==> src/rtl/alu_mult_sequencer.sv <==
// Shift-and-add unsigned multiply controller that drives a shared combinational ALU.
// Accepts operands in IDLE, iterates once per multiplier bit, and presents the product in DONE.
module alu_mult_sequencer #(
   parameter int WIDTH = 64,
   parameter int CNT_W = $clog2(WIDTH)
) (
   input  logic             clk,
   input  logic             reset,
   input  logic             start_valid,
   output logic             start_ready,
   input  logic [WIDTH-1:0] op_a,
   input  logic [WIDTH-1:0] op_b,
   output logic             out_valid,
   input  logic             out_ready,
   output logic [WIDTH-1:0] product,
   output logic             ovf,
   output logic [WIDTH-1:0] alu_a,
   output logic [WIDTH-1:0] alu_b,
   output logic [2:0]       alu_cntrl,
   output logic             alu_cin,
   input  logic [WIDTH-1:0] alu_result,
   input  logic             alu_cout
);

   localparam logic [2:0] ALU_PASS_B = 3'b000;
   localparam logic [2:0] ALU_ADD    = 3'b010;

   typedef enum logic [1:0] {
      ST_IDLE = 2'd0,
      ST_ITER = 2'd1,
      ST_DONE = 2'd2
   } state_t;

   state_t           state_q, state_d;
   logic [WIDTH-1:0] acc_q, acc_d;
   logic [WIDTH-1:0] mcand_q, mcand_d;
   logic [WIDTH-1:0] mplier_q, mplier_d;
   logic [CNT_W-1:0] cnt_q, cnt_d;
   logic             ovf_q, ovf_d;
   logic [WIDTH-1:0] mplier_shr_s;
   logic             last_iter_s;

   assign mplier_shr_s = mplier_q >> 1;
   assign last_iter_s  = (mplier_shr_s == '0) || (cnt_q == CNT_W'(WIDTH - 1));

   // State register with synchronous reset.
   always_ff @(posedge clk) begin
      if (reset) begin
         state_q  <= ST_IDLE;
         acc_q    <= '0;
         mcand_q  <= '0;
         mplier_q <= '0;
         cnt_q    <= '0;
         ovf_q    <= 1'b0;
      end else begin
         state_q  <= state_d;
         acc_q    <= acc_d;
         mcand_q  <= mcand_d;
         mplier_q <= mplier_d;
         cnt_q    <= cnt_d;
         ovf_q    <= ovf_d;
      end
   end

   // Next-state, datapath updates and handshake outputs.
   always_comb begin
      state_d     = state_q;
      acc_d       = acc_q;
      mcand_d     = mcand_q;
      mplier_d    = mplier_q;
      cnt_d       = cnt_q;
      ovf_d       = ovf_q;
      start_ready = 1'b0;
      out_valid   = 1'b0;
      alu_cntrl   = ALU_PASS_B;

      case (state_q)
         ST_IDLE: begin
            start_ready = 1'b1;
            if (start_valid) begin
               mcand_d  = op_a;
               mplier_d = op_b;
               acc_d    = '0;
               cnt_d    = '0;
               ovf_d    = 1'b0;
               state_d  = ST_ITER;
            end else begin
               state_d = ST_IDLE;
            end
         end
         ST_ITER: begin
            alu_cntrl = mplier_q[0] ? ALU_ADD : ALU_PASS_B;
            acc_d     = alu_result;
            mcand_d   = mcand_q << 1;
            mplier_d  = mplier_shr_s;
            cnt_d     = cnt_q + CNT_W'(1);
            // A set MSB shifted out while multiplier bits remain would be added later.
            if ((mplier_q[0] && alu_cout) || (mcand_q[WIDTH-1] && (mplier_shr_s != '0))) begin
               ovf_d = 1'b1;
            end else begin
               ovf_d = ovf_q;
            end
            if (last_iter_s) begin
               state_d = ST_DONE;
            end else begin
               state_d = ST_ITER;
            end
         end
         ST_DONE: begin
            out_valid = 1'b1;
            if (out_ready) begin
               state_d = ST_IDLE;
            end else begin
               state_d = ST_DONE;
            end
         end
         default: begin
            state_d = ST_IDLE;
         end
      endcase
   end

   assign product = acc_q;
   assign ovf     = ovf_q;
   assign alu_a   = mcand_q;
   assign alu_b   = acc_q;
   assign alu_cin = 1'b0;

endmodule

==> config.mk <==
export PLATFORM = sky130hd
export DESIGN_NAME = alu_mult_sequencer
export DESIGN_NICKNAME = d
export VERILOG_FILES = /design/src/rtl/alu_mult_sequencer.sv
export SDC_FILE = /design/constraint.sdc
export NUM_CORES = 1
export LEC_CHECK = 0
export ABC_AREA = 1
export CAP_MARGIN = 30
export CELL_PAD_IN_SITES_DETAIL_PLACEMENT = 0
export CELL_PAD_IN_SITES_GLOBAL_PLACEMENT = 2
export CORE_UTILIZATION = 24
export CTS_BUF_LIST = sky130_fd_sc_hd__clkbuf_4
export CTS_CLUSTER_SIZE = 12
export DETAILED_ROUTE_END_ITERATION = 8
export PLACE_DENSITY = 0.91
export SLEW_MARGIN = 10
export SYNTH_ARGS = -nofsm -noshare
export SYNTH_HDL_FRONTEND = slang
export SYNTH_SLANG_ARGS = --single-unit
==> constraint.sdc <==
create_clock -name clk -period 3.1 [get_ports clk]
set_input_delay 0.62 -clock clk [delete_from_list [all_inputs] [get_ports clk]]
set_output_delay 0.62 -clock clk [all_outputs]
set_load 0.1 [all_outputs]
==> summary.json <==
{
  "core_area_sq_um": 34900,
  "synth.yosys.warnings": 0,
  "row_count": 68,
  "worst-r2r-cell-count": 5,
  "cts_inserted_buffers": 58,
  "rr_endpoint": "alu_b[35]",
  "timing.fmax_mhz": 380,
  "ctsHoldBuffers": 0,
  "r2r_start": "state_q[0]",
  "overall_routing_resource_usage": 0.153,
  "share_clk_of_total_power": 0.331,
  "grt_pass1_wl_microns": 44300,
  "design.die.area_sq_um": 36600,
  "cp_max_fo": 16,
  "grt_overflow": 0,
  "drv_cap": 0,
  "cp_data_required_time_ns": 2.48,
  "area_growth_synth_to_finish_pct": 47.7,
  "syn_inst": 1100,
  "io_pins": 396,
  "critical_path.max_stage_delay_ns": 0.41,
  "comb_power_share": 0.289,
  "synth.avg_cell_area_sq_um": 7.82,
  "swShare": 0.384,
  "net-switching-power_w": 0.00299,
  "layout.filler_cells": 3639,
  "internal_power_w": 0.00478,
  "final.setup.tns_ns": 0,
  "post-cts-setup-buffer-count": 0,
  "min_tclk_post_route_ns": 2.63,
  "syn_area_sq_um": 8600,
  "drt_iter0_drc": 329,
  "run_status": "completed",
  "hold_path_depth": 4,
  "yosysSeqAreaShare": 0.468,
  "share_of_power_burned_in_registers": 0.380,
  "vias": 8555,
  "holdCritPathClass": "in2reg",
  "drive_gt1_frac": 0.249,
  "detailedRoute.firstPassIterationCount": 5,
  "rsz0062_at_grt": "no",
  "critical-path-slowest-cell": "nor2_4",
  "postCtsResizedCells": 0,
  "criticalPathCategory": "reg2out",
  "timing.critical_path.to_type": "primary output",
  "port_buffers": 392,
  "drcViolationCount": 0,
  "area.sequential_sq_um": 4020,
  "gp_congestion": 0.759,
  "timing.reg2reg.setup_slack_ns": 1.13,
  "arrival_ns": 2.01,
  "tightest_slew_ns": 0.844,
  "ctsRootBufferMaster": "clkbuf_4",
  "timing.critical_path.max_delay_family": "simple AND/OR/NAND/NOR gates",
  "timing_max_transition_violations_final": 0,
  "largest_net_degree_at_the_start_of_global_routing": 76,
  "cp_num_buf_inv": 3,
  "multi_input_comb_area_sq_um": 3690,
  "cts.sinks": 201,
  "wl_per_cell_microns": 15.2,
  "timing.slew.headroom": 0.438,
  "power_density_over_cell_area_nw_per_um2": 611,
  "layout.nets": 1623,
  "static-leakage-power_nw": 5.32,
  "layout_skew_ns": 0.0448,
  "clock_tree.buffer_depth": 3,
  "chipHeight_microns": 191,
  "grt_antenna_before_repair": 2,
  "tritoncts": "built",
  "worstHoldEndpoint": "mplier_q[12]",
  "post-place-cells": 1820,
  "hold_viol": 0,
  "layout.cells.non_filler": 1928,
  "detail_route.wirelength_microns": 29300,
  "chipWidth_microns": 191,
  "synth_cell_type_count": 23,
  "grt_pass1_vias": 8078,
  "startpoint_type": "flip-flop",
  "ir_drop_uv": 365,
  "insertion_delay_ns": 0.72,
  "detail-route-antenna-nets": 0,
  "worst_hold_startpoint": "reset",
  "final.period_utilization": 0.848,
  "ys_seq_elements": 201,
  "cts-htree-levels": 2,
  "via_per_inst": 4.44,
  "final_hpwl_dp_microns": 20100,
  "final-setup-viol-count": 0,
  "initial_utilization": 0.247,
  "worstPathCellList": "inv_2, nor2_4, inv_4, nor2_1, buf_12",
  "clkTransAtPathRegs_ns": 0.06
}
worst min-delay path, delay by kind of cell:
kind,cells,cell delay (ns)
buffers and inverters,2,0.26
AOI/OAI and AO/OA,1,0.12
and+or+nand+nor,1,0.05
worst max-delay path by stage:
stage / cells after the start / slack [ns] / startpoint / to
floorplan: 5 / 0.42 / state_q[0] / alu_cntrl[1]
global placement: 7 / 0.56 / start_valid / cnt_q[3]
detailed placement: 7 / 0.54 / start_valid / cnt_q[2]
CTS: 5 / 0.32 / state_q[0] / alu_cntrl[1]
global route: 5 / 0.24 / state_q[0] / alu_cntrl[1]
finish: 5 / 0.47 / state_q[0] / alu_cntrl[1]
through the flow:
stage	utilization	worst slack [ns]	power (W)	hold slack (ns)	instance area (sq um)
floorplan	-	0.420	0.00464	0.437	8610
global placement	0.342	0.564	0.00526	0.451	11900
detailed placement	0.342	0.539	0.00526	0.457	11900
CTS	0.364	0.317	0.00793	0.287	12700
global route	0.364	0.237	0.00820	0.339	12700
finish	0.364	0.471	0.00777	0.391	12700
layout by cell type (no fill, tap or decap), drive strengths merged, types with 2 or more instances in the layout:
cell type	n
nor2	297
o221ai	62
clkinv	16
nand3	5
buf	212
a211oi	4
dfxtp	201
a21oi	73
conb	3
a221oi	2
clkdlybuf4s50	195
clkbuf	89
o21ai	66
nor3	63
inv	13
nand2	167
kinds of logic after synthesis:
| family | Yosys count | share of synthesized area |
|---|---|---|
| DFF | 201 | 0.468 |
| AOI/OAI and AO/OA | 208 | 0.151 |
| other | 1 | 0.000436 |
| and+or+nand+nor | 533 | 0.273 |
| buffers and inverters | 156 | 0.106 |
| adders and majority gates | 1 | 0.00145 |
state kept, by name, summed over array words and instances (netlist names):
signal    flops
mplier_q     64
state_q       2
ovf           1
alu_b        64
alu_a        64
cnt_q         6
per-layer routing:
layer | share of wire | vias up | wire length (microns) | global-route usage
li1 | - | 4281 | - | -
met1 | 0.44 | 3913 | 12800 | 0.196
met2 | 0.46 | 301 | 13600 | 0.239
met3 | 0.077 | 58 | 2250 | 0.0496
met4 | 0.024 | 2 | 695 | 0.0574
met5 | 0.00027 | - | 8 | 0
Yosys cell counts:
library cell	number	area [sq um]
a21oi_1	73	365
nor3_1	13	65.1
buf_1	2	7.51
buf_2	38	190
ha_1	1	12.5
o221ai_1	62	543
nor3_2	50	500
a221oi_1	2	17.5
nor2_2	2	12.5
or2_2	1	6.26
a211oi_1	4	30.0
inv_1	8	30.0
o21ai_1	2	10.0
a2111oi_2	1	15.0
clkbuf_1	29	109
nor2_1	295	1110
dfxtp_1	201	4020
conb_1	1	3.75
nand3_1	5	25.0
inv_2	4	15.0
buf_4	75	563
o21ai_0	64	320
nand2_1	167	627
power by group through the flow:
stage	sequential (W)	combinational (W)	clock [W]
2_1_floorplan	0.00379	0.000848	0
3_3_place_gp	0.00300	0.00225	0
3_5_place_dp	0.00300	0.00226	0
4_1_cts	0.00295	0.00226	0.00271
5_1_grt	0.00298	0.00237	0.00286
6_report	0.00295	0.00225	0.00257
final cells by class:
cell class | instances | area share
multi-input cells | 745 | 0.290
repair buffers | 407 | 0.284
well taps | 455 | 0.0448
clock inverters | 18 | 0.00768
inverters | 12 | 0.00404
flip-flops and latches | 201 | 0.317
clock buffers | 89 | 0.0526
diodes | 1 | 0.000197
Power figures use the tool's default switching activity.
==> edit (same settings) <==
Set the parameter `WIDTH` to 128 (it was 64).
--- a/src/rtl/alu_mult_sequencer.sv
+++ b/src/rtl/alu_mult_sequencer.sv
@@ -3,3 +3,3 @@
 module alu_mult_sequencer #(
-   parameter int WIDTH = 64,
+   parameter int WIDTH = 128,
    parameter int CNT_W = $clog2(WIDTH)
Interface: changed (6 resized); port bits go from 396 to 780. No check against the original RTL was run, so the function may have changed too.
==> edit against the unedited design <==
  * Design area grew 92%
  * Highest routed layer unchanged
  * Power grew 95%
  * Register-to-register slack lost 240 ps
  * First-iteration DRC count grew to 3.2 times the old value
  * Largest cell class unchanged
  * Sequential cell count grew 193
  * Synthesized area grew 89%
  * Setup slack lost 34 ps
  * Routed wire length grew 140%
==> edit: results (changes against the unedited design) <==
* Ys Warns at 0 (unchanged)
* H-Tree Depth at 3 (+1)
* Critical path type: flip-flop to output pin
* Global placement routability congestion at 0.8947 (+18%)
* Final WL at 69.97 mm (+140%)
* Reg-to-Reg End: alu_b[110]$_SDFFE_PP0P_
* Worst VDD drop at 0.3418 mV (-6.3%)
* DP Cell Count at 3,522 (+94%)
* Vias in the first global route at 17.05k (+110%)
* CP Data Arrival Time at 2040 ps (+30 ps)
* Status: finished, final reports clean
* Detailed-route vias per instance at 4.648 (+4.8%)
* R2R depth at 6 (+1)
* Hold slack at 289.8 ps (-101.3 ps)
* Worst Skew at 72.23 ps (+27.44 ps)
* Sum Neg Setup Slack at 0 ps (unchanged)
* DP HPWL at 51.48 mm (+160%)
* Drt pass-1 iters at 5 (unchanged)
* # port buffers at 776 (+98%)
* Worst setup path endpoint: alu_cntrl[1]
* FF-to-FF Start: state_q[1]$_SDFF_PP0_
* Relative slew slack at 40.10% (-3.7 points)
* Largest net degree at the start of global routing at 160 (+110%)
* Top cells by area, synth: dfxtp_1 (48%), nor2_1 (13%), nand2_1 (7.2%)
* First-pass GRT wire length at 104.3 mm (+140%)
* CTS Buffer Depth at 3 (unchanged)
* Met2 Use GR at 33.03% (+9.1 points)
* Leakage power at 0.01025 uW (+93%)
* Clock Latency Late Sink at 820 ps (+100 ps)
* Ys async rst share at 0% (unchanged)
* Setup slack, reg-to-reg at 890 ps (-240 ps)
* Top post-synthesis cells by count: nor2_1 (572), dfxtp_1 (394), nand2_1 (313), a21oi_1 (139), buf_4 (131)
* Syn Inst Count at 2,129 (+94%)
* DP Area at 22,890 sq um (+92%)
* CTS buffer count at 110 (+90%)
* Pint at 9234 uW (+93%)
* Post-place setup slack at 517.7 ps (-21.26 ps)
* Initial antenna violation count at 10 (+8)
* Fill cells at 7,022 (+93%)
* Met3 Resource Use GR at 7.656% (+2.7 points)
* Top_reg_cell synth: dfxtp_1
* Crit path largest cell delay at 390 ps (-20 ps)
* Clock share of power at 32.2% (-0.9 points)
* Total GRT Usage at 19.57% (+4.2 points)
* Grt met1 use at 21.59% (+2.0 points)
* Layout cells sized above 1 at 21.29% (-3.6 points)
* Nets@finish at 3,151 (+94%)
* Gates resized, CTS repair at 0 (unchanged)
* Crit path max fanout at 42 (+26)
* Sequential area share after synthesis at 48.46% (+1.7 points)
* Fin cells at 3,726 (+93%)
* Distinct cells, synth at 24 (+4.3%)
* Hold Crit Endpoint: mplier_q[1]$_SDFFE_PP0P_
* CP max stage cell: dfxtp_1
* Initial DRC count at 1,038 (+220%)
* Worst Hold Launch: reset
[edit: cell types whose count changed after synthesis, moves of 42 or more]
cell / before / now
a21oi_1: 73 / 139
buf_4: 75 / 131
clkbuf_1: 29 / 71
dfxtp_1: 201 / 394
nand2_1: 167 / 313
nor2_1: 295 / 572
nor3_1: 13 / 102
nor3_2: 50 / 0
o21ai_0: 64 / 123
o221ai_1: 62 / 125
[edit: worst max-delay path, delay by kind of cell (launching register included)]
family,cells,cell delay [ps]
AND/OR/NAND/NOR,2,470
flip-flops,1,390
buffers and inverters,2,370
[edit: cells by family after synthesis]
logic type	Yosys count	synth area share, %
buf+inv	312	10.86
fa+ha+maj	1	0.07686
flops	394	48.46
simple gates	1004	24.21
compound gates	417	16.37
other cells	1	0.02304
[edit: metal layers]
| layer | up-vias | share of wire [%] | wire length [microns] |
|---|---|---|---|
| li1 | 8329 | - | - |
| met3 | 141 | 9.7 | 6800 |
| met2 | 731 | 47 | 33080 |
| met4 | 4 | 4.2 | 2911 |
| met1 | 8115 | 39 | 27150 |
| met5 | - | 0.033 | 23 |
[edit: final cells by class]
type	instances	area [sq um]	share of cell area, %
Inverter	25	111.4	0.4576
Tap cell	873	1092	4.488
Antenna cell	7	17.52	0.07198
Clock buffer	172	1291	5.306
Sequential cell	394	7888	32.41
Clock inverter	25	141.4	0.5810
Multi-Input combinational cell	1425	6635	27.26
Timing Repair Buffer	805	7159	29.42
[edit: power groups by stage]
stage	sequential (uW)	combinational (uW)	clock, uW
finish	5810	4440	4870
floorplan	7450	1570	0
global route	5860	4650	5330
detailed placement	5910	4450	0
global placement	5910	4430	0
CTS	5810	4460	5050
